### src/rtl/spi_slave_rx.sv
// spi_slave_rx: SPI mode-0 (CPOL=0, CPHA=0, MSB first) slave receiver with valid/ready word output.
// Ports:
//   clk, reset (async, active-low)
//   spi_cs, spi_sclk, spi_data  : raw SPI pins, oversampled on clk
//   rx_data, rx_valid, rx_ready : received word handshake
//   overrun                     : sticky, a completed word was dropped
//   frame_err                   : one-cycle pulse, frame ended on a partial word
//   tx_data, spi_miso           : return path, active only with SPI_SLAVE_MISO_EN defined
// Build option: define SPI_SLAVE_MISO_EN to build the MISO shifter; otherwise spi_miso is tied low.
module spi_slave_rx #(
    parameter int WIDTH       = 16,
    parameter int SYNC_STAGES = 2
) (
    input  logic             clk,
    input  logic             reset,
    input  logic             spi_cs,
    input  logic             spi_sclk,
    input  logic             spi_data,
    output logic [WIDTH-1:0] rx_data,
    output logic             rx_valid,
    input  logic             rx_ready,
    output logic             overrun,
    output logic             frame_err,
    input  logic [WIDTH-1:0] tx_data,
    output logic             spi_miso
);
    localparam int CW = $clog2(WIDTH);

    typedef enum logic {IDLE, RECV} state_t;

    state_t                 state, state_nxt;
    logic [SYNC_STAGES-1:0] cs_sync, sclk_sync, data_sync, flush;
    logic                   cs_prev, sclk_prev, armed;
    logic                   cs_cur, sclk_cur, data_cur;
    logic                   cs_rise, cs_fall, sclk_rise;
    logic                   start, shift, word_done, frame_err_nxt;
    logic [CW-1:0]          bit_cnt;
    logic [WIDTH-2:0]       shreg;
    logic [WIDTH-1:0]       word;

    assign cs_cur    = cs_sync[SYNC_STAGES-1];
    assign sclk_cur  = sclk_sync[SYNC_STAGES-1];
    assign data_cur  = data_sync[SYNC_STAGES-1];
    assign cs_rise   = cs_cur & ~cs_prev;
    assign cs_fall   = ~cs_cur & cs_prev;
    assign sclk_rise = sclk_cur & ~sclk_prev;
    // armed only after a genuine high cs has been seen, so a cs held low across reset cannot start a frame
    assign start     = (state == IDLE) & cs_fall & armed;
    // a cs rise wins over any coincident sclk edge
    assign shift     = (state == RECV) & ~cs_rise & sclk_rise;
    assign word_done = shift & (bit_cnt == CW'(WIDTH - 1));
    assign word      = {shreg, data_cur};

    always_ff @(posedge clk or negedge reset) begin
        if (!reset)
            state <= IDLE;
        else
            state <= state_nxt;
    end

    always_comb begin
        state_nxt     = state;
        frame_err_nxt = 1'b0;
        if (start)
            state_nxt = RECV;
        if (state == RECV && cs_rise) begin
            state_nxt     = IDLE;
            frame_err_nxt = bit_cnt != '0;
        end
    end

    always_ff @(posedge clk or negedge reset) begin
        if (!reset) begin
            cs_sync   <= '1;
            sclk_sync <= '0;
            data_sync <= '0;
            flush     <= '0;
            cs_prev   <= 1'b1;
            sclk_prev <= 1'b0;
            armed     <= 1'b0;
            bit_cnt   <= '0;
            shreg     <= '0;
            rx_data   <= '0;
            rx_valid  <= 1'b0;
            overrun   <= 1'b0;
            frame_err <= 1'b0;
        end else begin
            cs_sync   <= {cs_sync[SYNC_STAGES-2:0], spi_cs};
            sclk_sync <= {sclk_sync[SYNC_STAGES-2:0], spi_sclk};
            data_sync <= {data_sync[SYNC_STAGES-2:0], spi_data};
            cs_prev   <= cs_cur;
            sclk_prev <= sclk_cur;
            // flush marks when the synchroniser holds real pin samples rather than reset preloads
            flush     <= {flush[SYNC_STAGES-2:0], 1'b1};
            armed     <= armed | (flush[SYNC_STAGES-1] & cs_cur);
            frame_err <= frame_err_nxt;
            if (start || (state == RECV && cs_rise))
                bit_cnt <= '0;
            else if (shift) begin
                shreg   <= word[WIDTH-2:0];
                bit_cnt <= word_done ? '0 : bit_cnt + CW'(1);
            end
            if (word_done && (!rx_valid || rx_ready)) begin
                rx_data  <= word;
                rx_valid <= 1'b1;
            end else if (word_done)
                overrun <= 1'b1;
            else if (rx_valid && rx_ready)
                rx_valid <= 1'b0;
        end
    end

`ifdef SPI_SLAVE_MISO_EN
    logic [WIDTH-1:0] tx_shreg;
    logic             tx_reload;
    logic             sclk_fall;

    assign sclk_fall = ~sclk_cur & sclk_prev;

    // after a word completes the next fall presents a fresh tx_data word instead of shifting
    always_ff @(posedge clk or negedge reset) begin
        if (!reset) begin
            tx_shreg  <= '0;
            tx_reload <= 1'b0;
        end else if (start) begin
            tx_shreg  <= tx_data;
            tx_reload <= 1'b0;
        end else if (state == RECV && !cs_rise) begin
            if (word_done)
                tx_reload <= 1'b1;
            else if (sclk_fall) begin
                tx_shreg  <= tx_reload ? tx_data : {tx_shreg[WIDTH-2:0], 1'b0};
                tx_reload <= 1'b0;
            end
        end
    end

    assign spi_miso = (state == RECV) & tx_shreg[WIDTH-1];
`else
    logic unused_tx;

    assign unused_tx = ^tx_data;
    assign spi_miso  = 1'b0;
`endif
endmodule

### config.mk
export PLATFORM = sky130hd
export DESIGN_NAME = spi_slave_rx
export DESIGN_NICKNAME = d
export VERILOG_FILES = /design/src/rtl/spi_slave_rx.sv
export SDC_FILE = /design/constraint.sdc
export NUM_CORES = 1
export LEC_CHECK = 0
export BUFFER_PORTS_ARGS = -buffer_cell sky130_fd_sc_hd__buf_4
export CAP_MARGIN = 20
export CORE_MARGIN = 3
export CORE_UTILIZATION = 48
export DETAILED_ROUTE_END_ITERATION = 16
export PLACE_DENSITY = 0.75
export SETUP_SLACK_MARGIN = 0.5
export SLEW_MARGIN = 30
export SYNTH_ARGS = -nofsm -noshare
export SYNTH_HDL_FRONTEND = slang
export SYNTH_SLANG_ARGS = --single-unit
### constraint.sdc
create_clock -name clk -period 1.6 [get_ports clk]
set_input_delay 0.32 -clock clk [delete_from_list [all_inputs] [get_ports clk]]
set_output_delay 0.32 -clock clk [all_outputs]
set_load 0.1 [all_outputs]
==> flow_metrics.tcl, run 1 <==
set metrics [dict create \
    htreeDepth 2 \
    comb_power_share_pct 11.8 \
    track_usage_pct 18.8 \
    drt_pass1_iterations 4 \
    synth_cells 152 \
    grt_pass1_wl_microns 7090 \
    drive_above_1_share_pct 57.3 \
    core_sq_mm 0.00377 \
    drtAntennaViolNets 0 \
    reg2reg_slack_ns -0.04 \
    area_growth_pct 53.9 \
    internal_power_mw 1.96 \
    die_w_microns 69.5 \
    mappedNetlistArea_sq_mm 0.00193 \
    ys_ff_latch 50 \
    worst_ep_required_time_ns 1.78 \
    synthTopCellsByCount "nand2_1, dfrtp_1, mux2_4" \
    slew_violations 0 \
    grt_antenna_before_repair 0 \
    finalNonFillerCells 261 \
    finalNetCount 236 \
    rsz0062_at_grt "true" \
    layout_setup_ws_ns -0.0431 \
    io_buffers 24 \
    p_leak_nw 1.51 \
    end_kind "flip-flop" \
    grt_max_degree 51 \
    p_sw_share_pct 25.5 \
    yosysMostFrequentCell "nand2_1" \
    synth_cell_types 31 \
    synthFlopType "dfrtp_1" \
    vias_per_cell 5.15 \
    violations "setup timing" \
    power_switching_mw 0.668 \
    tightestPinTransition_ns 0.605 \
    diodes 0 \
    path_class "flip-flop to flip-flop" \
    final_hold_viol_count 0 \
    dp.cells 230 \
    tritoncts "done" \
    yosys-top-cells-area "dfrtp_1, nand2_1, mux2_4" \
    hpwlAfterDp_microns 2120 \
    p_seq_share_pct 54.8 \
    post-route-period-util_pct 103 \
    syn_avg_cell_area_sq_um 12.7 \
    path_max_fanout 8 \
    period_minus_slack_ns 1.64 \
    netlist.area_leader.share_pct 60.8 \
    start_kind "flip-flop" \
    setup_viol 22 \
    arrival_ns 1.82 \
    relSlewSlack_pct 59.7 \
    clkTransAtPathRegs_ns 0.09 \
    hp-class "primary input to async pin" \
    place_congestion 0.767 \
    async_reset_ff_share_pct 100 \
    die_h_microns 69.5 \
    clock_skew_ns 0.0114 \
    synth_area_leader_cell "dfrtp_1" \
    synth_sequential_area_ratio_pct 64.9 \
    worstSkewPairLatency_ns 0.30 \
    rows 22 \
    cts_root_buffer "clkbuf_8" \
    clockPowerShare_pct 33.4 \
    ios 42 \
    reg2reg_depth 5 \
    ir_worst_vdd_mv 0.661 \
    start_util_pct 51.3 \
    status "finished with violations" \
    max_freq_mhz 609 \
    dieArea_sq_mm 0.00482 \
    dr_total_vias 1343 \
    cts_buffers 5 \
    synth_edf_count 0 \
    avgRoutedWirePerCell_microns 17.1 \
    drt_iter0_markers 73 \
    drv_cap 0 \
    globalRoute.totalOverflow 0 \
    p_per_area_mw_per_mm2 883 \
    yosys_warnings 0 \
    syn-num-nets 176 \
    grt_pass1_vias 1451 \
    utilization_pct 78.9 \
    drc 0 \
    cts_buffer_depth 2 \
    wl_microns 4470 \
    clock-sinks 50 \
]
-- cell usage in the layout, fill, tap and decap left out, types with 2 or more instances in the layout --
| cell | n |
|---|---|
| dfrtp_1 | 38 |
| nand2_1 | 31 |
| buf_4 | 30 |
| buf_12 | 21 |
| mux2_4 | 16 |
| nand2_2 | 12 |
| dfrtp_2 | 9 |
| nand2_4 | 5 |
| clkbuf_8 | 5 |
| buf_6 | 5 |
| inv_1 | 3 |
| a21o_1 | 3 |
| dfstp_2 | 3 |
| nor2_1 | 2 |
| nand2b_4 | 2 |
| nand3_1 | 2 |
| ha_1 | 2 |
| conb_1 | 2 |
-- timing repair --
item                       in CTS  in global routing
hold endpoints to repair        0                  0
buffers inserted               14                  7
hold buffers                    0                  0
resized for setup              67                 39
setup endpoints to repair      56                 58
cloned                          2                  0
pin swaps                       5                 14
-- cell type report --
| type | count | area (sq um) |
|---|---|---|
| Multi-Input combinational cell | 94 | 764 |
| Tap cell | 48 | 60.1 |
| Clock inverter | 2 | 37.5 |
| Inverter | 3 | 11.3 |
| Fill cell | 181 | 797 |
| Sequential cell | 50 | 1270 |
| Clock buffer | 6 | 72.6 |
| Timing Repair Buffer | 58 | 762 |
-- critical path, cell delays in order, from the launching register on --
cell      delay, ns
dfstp_2        0.54
nand2b_4       0.14
nand3_4        0.08
nor3b_4        0.24
buf_6          0.20
mux2_4         0.32
-- final timing paths --
kind                                        startpoint                       to
worst max-delay path                 cs_prev$_DFF_PN1_   rx_data[0]$_DFFE_PN0P_
worst min-delay path                             reset          armed$_DFF_PN0_
worst max register to register       cs_prev$_DFF_PN1_   rx_data[0]$_DFFE_PN0P_
worst min register to register  sclk_sync[0]$_DFF_PN0_   sclk_sync[1]$_DFF_PN0_
max in group asynchronous                        reset  rx_data[15]$_DFFE_PN0P_
min in group clk                              spi_sclk   sclk_sync[0]$_DFF_PN0_
-- stage by stage --
step / instance area (sq um) / setup slack, ns / power (mW) / hold WS [ns] / TNS [ns]
after floorplan: 1960 / -0.157 / 1.55 / 0.0244 / -1.75
after global placement: 2240 / -0.000395 / 1.62 / 0.333 / -0.000772
after detailed placement: 2240 / -0.0206 / 1.64 / 0.335 / -0.0778
after CTS: 2780 / 0.000400 / 2.56 / 0.0394 / 0
after global routing: 2970 / -0.101 / 2.74 / 0.0538 / -2.25
final: 2970 / -0.0431 / 2.63 / 0.0114 / -0.477
-- kinds of logic (layout without fill, tap and decap cells) --
group                      Yosys count  in the layout  share of synthesized area [%]
and+or+nand+nor                     64             64                           15.6
DFF                                 50             50                           64.9
other                                2              2                          0.388
muxes                               16             16                           11.3
AOI/OAI and AO/OA                   10             10                           4.14
buffers and inverters                8             69                           2.39
adders and majority gates            2              2                           1.29
-- power groups by stage --
stage / Combinational [mW] / Sequential, mW / Clock (mW)
global route: 0.336 / 1.45 / 0.948
floorplan: 0.118 / 1.44 / 0
detailed placement: 0.201 / 1.44 / 0
CTS: 0.255 / 1.42 / 0.886
finish: 0.311 / 1.44 / 0.876
global placement: 0.190 / 1.43 / 0
-- routing by layer --
| metal | GRT usage (%) | vias up | share of wire [%] |
|---|---|---|---|
| met4 | 7.16 | 0 | 1.4 |
| met2 | 31.6 | 46 | 54 |
| met1 | 23.5 | 668 | 40 |
| met5 | 0 | - | 0 |
| li1 | - | 620 | - |
| met3 | 4.35 | 9 | 3.9 |
-- state kept, by name, indices dropped and copies added, names as in the netlist, 2 cells and up --
register   flops
bit_cnt        4
sclk_sync      2
cs_sync        2
flush          2
shreg         15
data_sync      2
rx_data       16
Power figures use the tool's default switching activity.
==> inputs of run 2 (changes only) <==
- CORE_UTILIZATION: 48 -> 55
- PLACE_DENSITY: 0.75 -> 0.81
- clock period: 1.6 -> 2.1 ns (I/O delays scaled with it)
==> run 2 against run 1 <==
The flow now finishes without violations. Critical path depth is the same. Highest routed layer unchanged. Cell count shrank 14%. Via count decreased by 12%. Die area shrank 12%.
==> flow_metrics.tcl, run 2 (synthesized netlist as in run 1, its figures left out) <==
set metrics [dict create \
    core_sq_mm 0.00320 \
    reg2reg_depth 5 \
    wl_microns 3130 \
    die_h_microns 65.3 \
    status "finished clean" \
    io_buffers 24 \
    end_kind "flip-flop" \
    hpwlAfterDp_microns 2150 \
    cts_setup_buffers 0 \
    slew_violations 0 \
    dr_total_vias 1183 \
    grt_pass1_vias 1205 \
    drc 0 \
    worstReg2RegEnd "rx_data[13]$_DFFE_PN0P_" \
    internal_power_mw 1.36 \
    final_area_sq_mm 0.00226 \
    setup_viol 0 \
    worst_ep_required_time_ns 2.33 \
    hold_ws_ns 0.0642 \
    post-route-period-util_pct 81.1 \
    p_seq_share_pct 61.3 \
    place_congestion 0.723 \
    clkTransAtPathRegs_ns 0.13 \
    cts_root_buffer "clkbuf_4" \
    finalNetCount 204 \
    layout_setup_ws_ns 0.397 \
    htreeDepth 2 \
    drt_iter0_markers 59 \
    tritoncts "done" \
    dieArea_sq_mm 0.00426 \
    comb_power_share_pct 7.7 \
    rows 20 \
    relSlewSlack_pct 60.6 \
    clockPowerShare_pct 31.0 \
    ios 42 \
    diodes 0 \
    path_class "flip-flop to flip-flop" \
    holdBufCountCts 0 \
    avgRoutedWirePerCell_microns 13.9 \
    drv_cap 0 \
    clock-sinks 50 \
    rsz0062_at_grt "true" \
    ir_worst_vdd_mv 0.547 \
    clock_skew_ns 0.0120 \
    placed_area_sq_mm 0.00215 \
    period_minus_slack_ns 1.70 \
    r2r_start "cs_prev$_DFF_PN1_" \
    startpoint "cs_prev$_DFF_PN1_" \
    drtAntennaViolNets 0 \
    cts_buffers 5 \
    cts_buffer_depth 2 \
    final_common_cell "nand2_1" \
    grt_pass1_wl_microns 5460 \
    start_kind "flip-flop" \
    grt_antenna_before_repair 0 \
    tightestPinTransition_ns 0.591 \
    p_leak_nw 1.18 \
    path_max_fanout 16 \
    die_w_microns 65.3 \
    start_util_pct 60.4 \
    arrival_ns 1.94 \
    reg2reg_slack_ns 0.40 \
    area_growth_pct 17.0 \
    drt_pass1_iterations 4 \
    worstSkewPairLatency_ns 0.34 \
    p_per_area_mw_per_mm2 784 \
    final_cell_mix "nand2_1, dfrtp_1, buf_4" \
    track_usage_pct 17.0 \
    p_sw_share_pct 23.1 \
    drive_above_1_share_pct 33.7 \
    power_switching_mw 0.410 \
    pre_cts_ws_ns 0.322 \
    vias_per_cell 5.26 \
    largestRegisters "rx_data x16, shreg x15, bit_cnt x4" \
    grt_max_degree 51 \
    fin_tns_setup_ns 0 \
    hp-class "primary input to async pin" \
    fillers 248 \
    final_hold_viol_count 0 \
    max_freq_mhz 587 \
    regMostFlops "rx_data" \
    largest_register_ffs 16 \
    globalRoute.totalOverflow 0 \
]
==> run 2: timing repair <==
action                                  CTS  global route
endpoints found under the setup margin   24            16
hold endpoints to repair                  0             0
gates resized for setup                   5             1
==> run 2: layer usage <==
layer	wire length, microns	track usage [%]	vias up
met1	1350	21.2	592
li1	-	-	546
met3	169	4.79	6
met2	1570	27.8	39
met4	35	6.99	0
met5	0	0	-
==> run 2: worst max path at each step <==
stage	slack, ns	end
6_report	0.40	rx_data[13]$_DFFE_PN0P_
5_1_grt	0.33	rx_data[13]$_DFFE_PN0P_
4_1_cts	0.39	rx_data[13]$_DFFE_PN0P_
3_5_place_dp	0.32	rx_data[15]$_DFFE_PN0P_
3_3_place_gp	0.35	rx_data[10]$_DFFE_PN0P_
2_1_floorplan	0.34	rx_data[0]$_DFFE_PN0P_
==> run 2: critical path: stages (launching register included) <==
cell and delay (ns):
dfstp_2 0.55, nand2b_4 0.15, nand3_4 0.09, nor3b_4 0.25, buf_12 0.20, mux2_2 0.35
==> run 2: cell type report <==
class	count	area, sq um	area share, %
clock buffers	7	55.1	2.43
clock inverters	1	30.0	1.33
inverters	3	11.3	0.498
multi-input cells	94	646	28.6
flip-flops and latches	50	1260	55.6
well taps	44	55.1	2.43
repair buffers	26	208	9.19
==> run 2: metrics by stage <==
step           utilization (%)  power (mW)  cells
2_1_floorplan                -        1.18    152
3_3_place_gp              67.3        1.22    217
3_5_place_dp              67.3        1.24    217
4_1_cts                   70.5        1.79    225
5_1_grt                   70.6        1.85    225
6_report                  70.6        1.77    225
==> run 2: power by group through the flow <==
| stage | clock, mW | combinational, mW | sequential [mW] |
|---|---|---|---|
| floorplan | 0 | 0.0867 | 1.09 |
| global placement | 0 | 0.126 | 1.10 |
| detailed placement | 0 | 0.138 | 1.10 |
| CTS | 0.570 | 0.140 | 1.08 |
| global route | 0.605 | 0.154 | 1.09 |
| finish | 0.550 | 0.136 | 1.09 |
==> inputs of run 3 (changes only) <==
- ABC_AREA: unset -> 1
- CORE_UTILIZATION: 55 -> 53
- PLACE_DENSITY: 0.81 -> 0.78
- clock period: 2.1 -> 1.7 ns (I/O delays scaled with it)
==> run 3 against run 2 <==
Synthesized cell count increased by 34%. Sequential power increased by 24%. Clock skew decreased by 0.0041 ns. Setup slack got worse by 0.099 ns. Cell area increased by 23%. Via count increased by 30%. Worst hold slack got worse by 0.025 ns. Register-to-register slack got worse by 0.099 ns. Combinational power increased by 120%. Total power increased by 39%. Critical path type unchanged.
==> flow_metrics.tcl, run 3 <==
set metrics [dict create \
    status "finished clean" \
    p_leak_nw 1.45 \
    synth_edf_count 0 \
    placed_area_sq_mm 0.00223 \
    critPathSlowestCell "dfstp_2" \
    worstSkewPairLatency_ns 0.30 \
    worst_ep_required_time_ns 1.94 \
    drc 0 \
    mappedNetlistArea_sq_mm 0.00198 \
    slew_violations 0 \
    regMostFlops "rx_data" \
    arrival_ns 1.64 \
    worst-path-buf-inv 3 \
    layout_setup_ws_ns 0.298 \
    power_switching_mw 0.639 \
    holdBufCountCts 0 \
    vias_per_cell 5.26 \
    yosys.area_share.simple_pct 27.9 \
    hpwlAfterDp_microns 2180 \
    finalNonFillerCells 293 \
    die_h_microns 67.2 \
    place_congestion 0.762 \
    syn-num-nets 228 \
    clock_skew_ns 0.00790 \
    htreeDepth 2 \
    final_area_sq_mm 0.00277 \
    pre_cts_ws_ns 0.205 \
    core_sq_mm 0.00347 \
    internal_power_mw 1.83 \
    netlist.area_leader.share_pct 59.3 \
    dp.cells 269 \
    area_growth_pct 39.7 \
    io_buffers 24 \
    ys_ff_latch 50 \
    yosys_warnings 0 \
    tightestPinTransition_ns 0.609 \
    period_minus_slack_ns 1.40 \
    synth_cell_types 24 \
    grtUsageMet3_pct 5.16 \
    path_delay_family "flip-flops" \
    drv_cap 0 \
    synthFlopType "dfrtp_1" \
    synthAdderAreaFrac_pct 1.26 \
    ir_worst_vdd_mv 0.738 \
    busiest_layer "met2" \
    post-route-period-util_pct 82.5 \
    setup_viol 0 \
    final_cell_mix "nand2_1, dfrtp_1, nand4_1, dfrtp_2, buf_4" \
    cts_buffers 5 \
    reg2reg_slack_ns 0.30 \
    cts_root_buffer "clkbuf_8" \
    clockPowerShare_pct 33.3 \
    dr_total_vias 1542 \
    fillers 195 \
    tritoncts "done" \
    finalPower_mw 2.47 \
    synth_sequential_area_ratio_pct 63.3 \
    muxShareOfSynthArea_pct 0 \
    largestRegisters "rx_data x16, shreg x15, bit_cnt x4" \
    use_met2_pct 31.0 \
    diodes 0 \
    async_reset_ff_share_pct 100 \
    grt_max_degree 51 \
    drt_iter0_markers 181 \
    drt_pass1_iterations 5 \
    comb_power_share_pct 12.0 \
    rsz0062_at_grt "true" \
    drtAntennaViolNets 0 \
    yosysMostFrequentCell "nand2_1" \
    wl_microns 4370 \
    p_per_area_mw_per_mm2 892 \
    end_kind "flip-flop" \
    cpPeakStageDelay_ns 0.56 \
    drive_above_1_share_pct 38.9 \
    rows 21 \
    ios 42 \
    clkTransAtPathRegs_ns 0.09 \
    grt_pass1_wl_microns 6630 \
    path_class "flip-flop to flip-flop" \
    grt_pass1_vias 1505 \
    synth_compound_gate_area_share_pct 1.77 \
    avgRoutedWirePerCell_microns 14.9 \
    hp-class "primary input to async pin" \
    track_usage_pct 20.0 \
    cts_buffer_depth 2 \
    clock-sinks 50 \
    grt_antenna_before_repair 0 \
    worstPathCellList "inv_4, nand2_4, nand2_4, nor2_4, buf_6, buf_6, nand4_1, nand2_1" \
    final_common_cell "nand2_1" \
    start_kind "flip-flop" \
    largest_register_ffs 16 \
    synthTopCellsByCount "nand2_1, dfrtp_1, nand4_1" \
    synth_area_leader_cell "dfrtp_1" \
    die_w_microns 67.2 \
    start_util_pct 57.2 \
    dieArea_sq_mm 0.00451 \
    final_hold_viol_count 0 \
    finalNetCount 270 \
    yosys-top-cells-area "dfrtp_1, nand2_1, nand4_1" \
    p_seq_share_pct 54.7 \
    globalRoute.totalOverflow 0 \
    synth_xor_area_share_pct 0 \
    syn_avg_cell_area_sq_um 9.72 \
    path_max_fanout 7 \
    fin_tns_setup_ns 0 \
    synth_cells 204 \
    p_sw_share_pct 25.8 \
    relSlewSlack_pct 59.4 \
    grt_use_met1_pct 25.1 \
    synth_top_family_by_area "simple AND/OR/NAND/NOR gates" \
    max_freq_mhz 713 \
]
run 3: cell type report:
class                           instances  area [sq um]  area share, %
Sequential cell                        50          1280           46.3
Multi-Input combinational cell        134           718           25.9
Timing Repair Buffer                   43           544           19.6
Clock buffer                            5          68.8           2.48
Tap cell                               46          57.6           2.08
Inverter                               12          55.1           1.99
Clock inverter                          3          45.0           1.63
run 3: what timing repair did:
item                                   in CTS  in global routing
buffers inserted                           10                  4
cloned                                      2                  0
pin swaps                                   6                 10
endpoints found under the hold margin       0                  0
resized for setup                          49                 32
setup endpoints to repair                  56                 56
run 3: worst register-to-register path: cells and delay by family (launching register included):
kind                   cells  cell delay, ns
DFF                        1            0.56
buffers and inverters      3            0.35
and+or+nand+nor            5            0.42
run 3: worst paths after layout:
check	from	endpoint	cells past startpoint
hold / removal	reset	shreg[1]$_DFFE_PN0P_	1
setup reg to reg	cs_prev$_DFF_PN1_	rx_data[10]$_DFFE_PN0P_	8
min in group clk	spi_data	data_sync[0]$_DFF_PN0_	1
setup / recovery	cs_prev$_DFF_PN1_	rx_data[10]$_DFFE_PN0P_	8
hold reg to reg	flush[0]$_DFF_PN0_	flush[1]$_DFF_PN0_	0
max in group asynchronous	reset	rx_valid$_DFFE_PN0P_	1
run 3: power by group through the flow:
stage / Clock, mW / Sequential [mW] / Combinational, mW
floorplan: 0 / 1.36 / 0.141
global placement: 0 / 1.37 / 0.187
detailed placement: 0 / 1.37 / 0.197
CTS: 0.841 / 1.34 / 0.259
global route: 0.891 / 1.37 / 0.341
finish: 0.823 / 1.35 / 0.297
run 3: logic make-up (layout without fill, tap and decap cells):
kind of cell,Yosys count,count (layout)
flops,50,50
other cells,2,2
fa+ha+maj,2,2
buf+inv,21,63
simple gates,123,124
compound gates,6,6
run 3: stage by stage:
| stage | util, % | hold slack, ns |
|---|---|---|
| floorplan | - | 0.0444 |
| global route | 79.9 | 0.0758 |
| CTS | 75.8 | 0.0539 |
| finish | 79.9 | 0.0396 |
| global placement | 64.2 | 0.334 |
| detailed placement | 64.2 | 0.337 |
run 3: layer usage:
| layer | wire (microns) | share of wire (%) |
|---|---|---|
| met3 | 179 | 4.1 |
| met4 | 142 | 3.2 |
| met2 | 2290 | 52 |
| met5 | 0 | 0 |
| met1 | 1760 | 40 |
